--- src/rtl/regfile_mp.sv ---
// Multi-read-port register file with entry 0 hard-wired to zero and a one-entry-per-cycle clear sweep.
// Optional write-to-read forwarding is enabled by defining REGFILE_MP_BYPASS_EN.
module regfile_mp #(
    parameter int unsigned DATA_W = 32,
    parameter int unsigned ADDR_W = 5,
    parameter int unsigned NUM_RD = 2
) (
    input  logic                     clk_i,
    input  logic                     rst_n_i,
    input  logic [NUM_RD*ADDR_W-1:0] raddr_i,
    output logic [NUM_RD*DATA_W-1:0] rdata_o,
    input  logic [ADDR_W-1:0]        waddr_i,
    input  logic [DATA_W-1:0]        wdata_i,
    input  logic                     wen_i,
    input  logic                     clr_i,
    output logic                     busy_o
);

    localparam int unsigned DEPTH = 32'(1) << ADDR_W;

`ifdef REGFILE_MP_BYPASS_EN
    localparam bit BYPASS_EN = 1'b1;
`else
    localparam bit BYPASS_EN = 1'b0;
`endif

    typedef enum logic {
        IDLE  = 1'b0,
        CLEAR = 1'b1
    } state_t;

    state_t              state_q;
    logic [ADDR_W-1:0]   sweep_q;
    logic [DATA_W-1:0]   mem [DEPTH];
    logic [DATA_W-1:0]   rd_q [NUM_RD];
    logic                wr_acc_c;

    // A clear request or an active sweep always takes precedence over a write.
    assign wr_acc_c = wen_i && !busy_o && !clr_i && (waddr_i != '0);

    // Clear-sweep control: busy_o tracks the CLEAR state as a registered flag.
    always_ff @(posedge clk_i or negedge rst_n_i) begin
        if (!rst_n_i) begin
            state_q <= IDLE;
            sweep_q <= '0;
            busy_o  <= 1'b0;
        end else begin
            case (state_q)
                IDLE: begin
                    if (clr_i) begin
                        state_q <= CLEAR;
                        sweep_q <= '0;
                        busy_o  <= 1'b1;
                    end
                end
                CLEAR: begin
                    sweep_q <= sweep_q + ADDR_W'(1);
                    if (sweep_q == ADDR_W'(DEPTH - 1)) begin
                        state_q <= IDLE;
                        busy_o  <= 1'b0;
                    end
                end
                default: begin
                    state_q <= IDLE;
                    busy_o  <= 1'b0;
                end
            endcase
        end
    end

    // Storage array: sweep zeroing or an accepted write, never both.
    always_ff @(posedge clk_i or negedge rst_n_i) begin
        if (!rst_n_i) begin
            for (int unsigned i = 0; i < DEPTH; i++) begin
                mem[i] <= '0;
            end
        end else if (busy_o) begin
            mem[sweep_q] <= '0;
        end else if (wr_acc_c) begin
            mem[waddr_i] <= wdata_i;
        end
    end

    function automatic logic [DATA_W-1:0] read_port(input logic [ADDR_W-1:0] ra);
        if (ra == '0) begin
            return '0;
        end else if (BYPASS_EN && wr_acc_c && (waddr_i == ra)) begin
            return wdata_i;
        end else begin
            return mem[ra];
        end
    endfunction

    // Registered read ports; the array value seen is the pre-edge content.
    always_ff @(posedge clk_i or negedge rst_n_i) begin
        if (!rst_n_i) begin
            for (int unsigned k = 0; k < NUM_RD; k++) begin
                rd_q[k] <= '0;
            end
        end else begin
            for (int unsigned k = 0; k < NUM_RD; k++) begin
                rd_q[k] <= read_port(raddr_i[k*ADDR_W +: ADDR_W]);
            end
        end
    end

    for (genvar g = 0; g < NUM_RD; g++) begin : g_rd_pack
        assign rdata_o[g*DATA_W +: DATA_W] = rd_q[g];
    end

endmodule

--- config.mk ---
export PLATFORM = sky130hd
export DESIGN_NAME = regfile_mp
export DESIGN_NICKNAME = d
export VERILOG_FILES = /design/src/rtl/regfile_mp.sv
export SDC_FILE = /design/constraint.sdc
export NUM_CORES = 2
export LEC_CHECK = 0
export CAP_MARGIN = 20
export CORE_UTILIZATION = 40
export CTS_BUF_LIST = sky130_fd_sc_hd__clkbuf_16
export CTS_CLUSTER_SIZE = 40
export DETAILED_ROUTE_END_ITERATION = 10
export GPL_TIMING_DRIVEN = 0
export MAX_ROUTING_LAYER = met4
export SETUP_SLACK_MARGIN = 0.05
export SYNTH_ARGS = -nofsm -noshare
export SYNTH_HDL_FRONTEND = slang
export SYNTH_SLANG_ARGS = --single-unit
--- constraint.sdc ---
create_clock -name clk_i -period 3.05 [get_ports clk_i]
set_input_delay 0.305 -clock clk_i [delete_from_list [all_inputs] [get_ports clk_i]]
set_output_delay 0.305 -clock clk_i [all_outputs]
set_load 0.03 [all_outputs]
* Yosys cells after proc, flatten, opt, wreduce, memory -nomap -nowiden
Cells that the tools add are included.
Widths: inputs -> output; s select.
** Word-level totals
- Register bits :: 1095
- Output and inout bits :: 65
- Logic and storage cells :: 89
** Cells by class
- Add/sub/neg operators :: 1
- Magnitude comparators :: 6
- Equality and inequality tests :: 3
- Muxes and demuxes :: 23
- Bitwise logic cells :: 7
- Reductions and logical operators :: 12
** Operators by type and width (number)
- $mux 1024 :: 2
- $and 1024x1024->1024 :: 1
- $bwmux 1024 :: 1
- $not 1024->1024 :: 1
- $bmux 32 s5 :: 2
- $demux 32 s5 :: 2
- $mux 32 :: 8
- $ge 6x6->1 const B :: 4
- $not 5->6 :: 4
- $lt 6x1->1 const B :: 2
- $logic_not 5->1 :: 2
- $pmux 5 s2 :: 1
- $add 5x1->5 const B :: 1
- $eq 5x5->1 const B :: 1
- $logic_and 1x1->1 :: 5
- $mux 5 :: 1
- $reduce_bool 5->1 :: 1
- $mux 1 :: 4
- $pmux 1 s2 :: 2
- $logic_not 1->1 :: 2
- $ne 2x1->1 const B :: 1
- $ne 2x2->1 const B :: 1
- $reduce_and 2->1 :: 1
- $reduce_bool 2->1 :: 1
- $not 1->1 :: 1

* Longest topological paths before layout
- Depth in word-level cells :: 8
- Mapped depth :: 8
- Depth with buffers taken out :: 5

* Least setup slack after synthesis
No wires, ideal clock.
- Path type :: register to register
- Start point :: reg busy_o
- End point :: reg mem[10] (netlist bit)
- Arrival :: 1.930 ns
- Setup slack :: 0.999 ns
- Cell stages (with the launch flop) :: 7
- Path buffers :: 2
- Period minus slack after synthesis :: 2.051 ns
- Cell sequence :: dfrtp_1 > buf_2 > nand3b_2 > nor3_2 > a31oi_1 > clkbuf_1 > a22o_1
** On the way
- Cells in the longest elaborated chain, start to end :: 5
- Elaborated cells between the ends (all ways) :: 6
- Classes of those cells :: mux (1); reduce/logical (5)
** Ends and longest elaborated chain
- start, declared :: line 16 : output logic busy_o
- start signal, assigned :: line 46 : busy_o <= 1'b0;
- start signal, assigned :: line 53 : busy_o <= 1'b1;
- start signal, assigned :: line 60 : busy_o <= 1'b0;
- $logic_not 1->1 :: line 39 : assign wr_acc_c = wen_i && !busy_o && !clr_i && (waddr_i != '0);
- $logic_and 1x1->1 (3 in series) :: line 39
- $reduce_bool 2->1 (no line)
- end signal, assigned by index :: line 80 : mem[waddr_i] <= wdata_i;
- end, declared :: line 34 : logic [DATA_W-1:0] mem [DEPTH];
Several ways; a longest one is shown, not always the timed one.
A chain may end at the register's enable or synchronous reset.

* Worst setup path after layout
- Start point :: reg busy_o
- End point :: reg mem[860] (netlist bit)
The elaborated chain is that of the path after synthesis.

==> impl_metrics.yaml <==
run_status:
  outcome: "finished with violations"
  violations: "setup timing"
timing:
  timing.final.crit_share_pct: 103
  setup_viol: 36
  holdWs_ns: 0.227
  relSlewSlack_pct: 9.05
  layout_setup_ws_ns: -0.100
  maxSlewViolCount: 0
  clock.fmax_mhz: 317
  hold_viol: 0
  fin_skew_ns: 0.0259
  rsz0062_at_grt: "yes"
  timing.final.crit_period_ns: 3.15
  worst_slew_pin_slew_ns: 1.36
logic_synthesis:
  synth_cell_types: 40
  synth_mux_area_share_pct: 22.1
  synth_fp_nets: 3916
  synthXorXnorAreaFrac_pct: 0
  synth_top_family_by_area: "multiplexers"
  ys.flop_type: "dfrtp_1"
  async_flop_share_pct: 100
  synth_cells: 3860
  synthAdderAreaFrac_pct: 0.114
  synth-seq-area-share_pct: 50.1
  post_synth.cell_area_avg_um2: 14.2
  yosys.area_share.simple_pct: 2.58
  synth_compound_area_share_pct: 21.1
  ys_ff_latch: 1095
  synth_edf_count: 0
  synth_area_um2: 54700
  yosysWarnings: 0
floorplan:
  core_area_um2: 136000
  die_area_um2: 138000
  start_util_pct: 40.4
  ios: 116
  fp.dieW_um: 372
  fp-row-count: 135
  die_h_um: 372
pwr:
  vdd.ir_drop.worst_mv: 0.477
  powerDensity_nw_per_um2: 751
  power_leakage_nw: 27.3
  total_power_mw: 47.0
critical_path:
  cp-start-kind: "flip-flop"
  arrival_ns: 3.79
  cp-end-kind: "flip-flop"
  critPathMaxFanout: 10
  rrSetupSlack_ns: -0.10
  critPathKind: "flip-flop to flip-flop"
  critPathRequiredTime_ns: 3.69
cells_and_area:
  multiInputGateArea_um2: 25300
  final_area_um2: 62600
  final_common_cell: "dfrtp_1"
  syn2layout_area_growth_pct: 14.4
  register_area_um2: 27400
  layout-drive-gt1-share_pct: 23.6
  nFillCells: 12000
  layout_common_cells: "dfrtp_1 (1,095), a22o_1 (993), mux4_2 (448)"
  layout.cells.non_filler: 6006
  nets: 4170
detailed_routing:
  via_count: 42000
  routedWlPerCell_um: 37.4
  drt_iter0_drc: 6009
  drc: 0
  drtPass1Iterations: 7
  routed_wl_mm: 225
  ant_nets: 0
  viasPerCell: 7.00
global_route:
  grt_overflow: 0
  antenna_found_initial: 14
  grt_pass1_vias: 41200
  grt_max_degree: 171
  grt_pass1_wl_mm: 317
  grt_usage_pct: 33.5
clock_network:
  cts_made_buffers: 118
  cts_root_buf: "clkbuf_16"
  cts_tree: "done"
  clk_latency_ns: 0.77
  clk_pin_slew_ns: 0.06
  htree_levels: 3
  clock_path_buffers: 3
  cts_sinks: 1095
place:
  gp_congestion: 1.01
  pre_cts_slack_ns: -1.32
  hpwlAfterDp_mm: 163
  place_area_um2: 58400
  dpl.cell_count: 5766
  numPortBuffers: 107
hold_path:
  hp-class: "input pin to asynchronous set/reset pin"
job:
  drv_cap: 0
==> repair_timing <==
action / CTS / global route
gates resized for setup: 25 / 22
hold buffers: 2 / 0
pin swaps: 0 / 2
setup buffers: 0 / 4
hold endpoints to repair: 341 / 0
cloned: 0 / 0
endpoints found under the setup margin: 61 / 85
==> flip-flops by register name, summed over array words and instances, names as in the netlist <==
| signal | flops |
|---|---|
| state_q | 1 |
| rdata_o | 64 |
| mem | 1024 |
| busy_o | 1 |
| sweep_q | 5 |
==> worst max-delay path, stage by stage (launching register included) <==
cell and delay, ns:
dfrtp_1 0.41, or3b_1 0.35, buf_2 0.25, nor3_2 0.94
a31oi_1 0.32, buf_4 0.30, buf_2 0.22, a22o_1 0.21
==> routing by layer <==
| layer | global-route usage [%] | wire (µm) | vias to the layer above |
|---|---|---|---|
| li1 | - | - | 16300 |
| met4 | 15.4 | 11400 | 0 |
| met2 | 45.8 | 96000 | 3074 |
| met3 | 12.4 | 30600 | 546 |
| met5 | - | 0 | - |
| met1 | 43.9 | 86900 | 22100 |
==> synthesized netlist by cell type, types with 2 or more instances <==
| cell type | instances | share of area (%) |
|---|---|---|
| a211oi_1 | 64 | 0.88 |
| a21oi_1 | 14 | 0.13 |
| a221oi_1 | 46 | 0.74 |
| a22o_1 | 993 | 16 |
| a22oi_1 | 64 | 0.88 |
| a311oi_1 | 64 | 1.0 |
| a31oi_1 | 21 | 0.24 |
| and2_1 | 40 | 0.46 |
| and3_1 | 2 | 0.023 |
| buf_1 | 7 | 0.048 |
| buf_2 | 184 | 1.7 |
| buf_4 | 17 | 0.23 |
| buf_6 | 2 | 0.041 |
| clkbuf_1 | 290 | 2.0 |
| dfrtp_1 | 1095 | 50 |
| ha_1 | 5 | 0.11 |
| inv_1 | 6 | 0.041 |
| mux2_2 | 64 | 1.3 |
| mux2i_1 | 128 | 2.3 |
| mux4_2 | 448 | 18 |
| nand2_1 | 41 | 0.28 |
| nand2b_1 | 3 | 0.034 |
| nand3b_1 | 2 | 0.027 |
| nor2_1 | 10 | 0.069 |
| nor2b_1 | 71 | 0.81 |
| nor3_2 | 23 | 0.42 |
| nor3_4 | 5 | 0.15 |
| nor4_4 | 3 | 0.12 |
| o2111ai_1 | 18 | 0.29 |
| o21ai_0 | 116 | 1.1 |
| or2_2 | 2 | 0.023 |
| or3b_1 | 3 | 0.048 |
| or4_1 | 2 | 0.027 |
==> path summary, 6_finish.rpt <==
| path | cells after the start | startpoint | end |
|---|---|---|---|
| min reg2reg | 1 | mem[998] | mem[998] |
| min in group clk_i | 2 | raddr_i[9] | rdata_o[32] |
| min | 3 | rst_n_i | mem[995] |
| max reg2reg | 7 | busy_o | mem[860] |
| max in group asynchronous | 5 | rst_n_i | mem[345] |
| max | 7 | busy_o | mem[860] |
==> report_power, final <==
part	switching, mW	internal [mW]
combinational	5.58	5.83
clock	6.48	8.40
sequential	2.86	17.9
total	14.9	32.1
==> area by class of cell <==
class                   count  share of cell area [%]
flip-flops and latches   1095                    43.7
multi-input cells        2259                    40.4
clock buffers             122                    4.87
well taps                1781                    3.56
plain buffers             500                    3.51
repair buffers            134                    2.48
clock inverters           100                    1.36
inverters                   6                  0.0360
diodes                      9                  0.0360
==> logic make-up after synthesis <==
group / Yosys count
AOI/OAI and AO/OA: 1400
and+or+nand+nor: 214
buffers and inverters: 506
adders and majority gates: 5
DFF: 1095
muxes: 640
==> metrics by stage <==
step / utilization [%] / setup TNS, ns
global placement: 42.8 / -
floorplan: - / 0
CTS: 46.1 / 0
finish: 46.2 / -2.65
detailed placement: 43.1 / -172.42
global route: 46.2 / 0
Power figures use the tool's default switching activity.
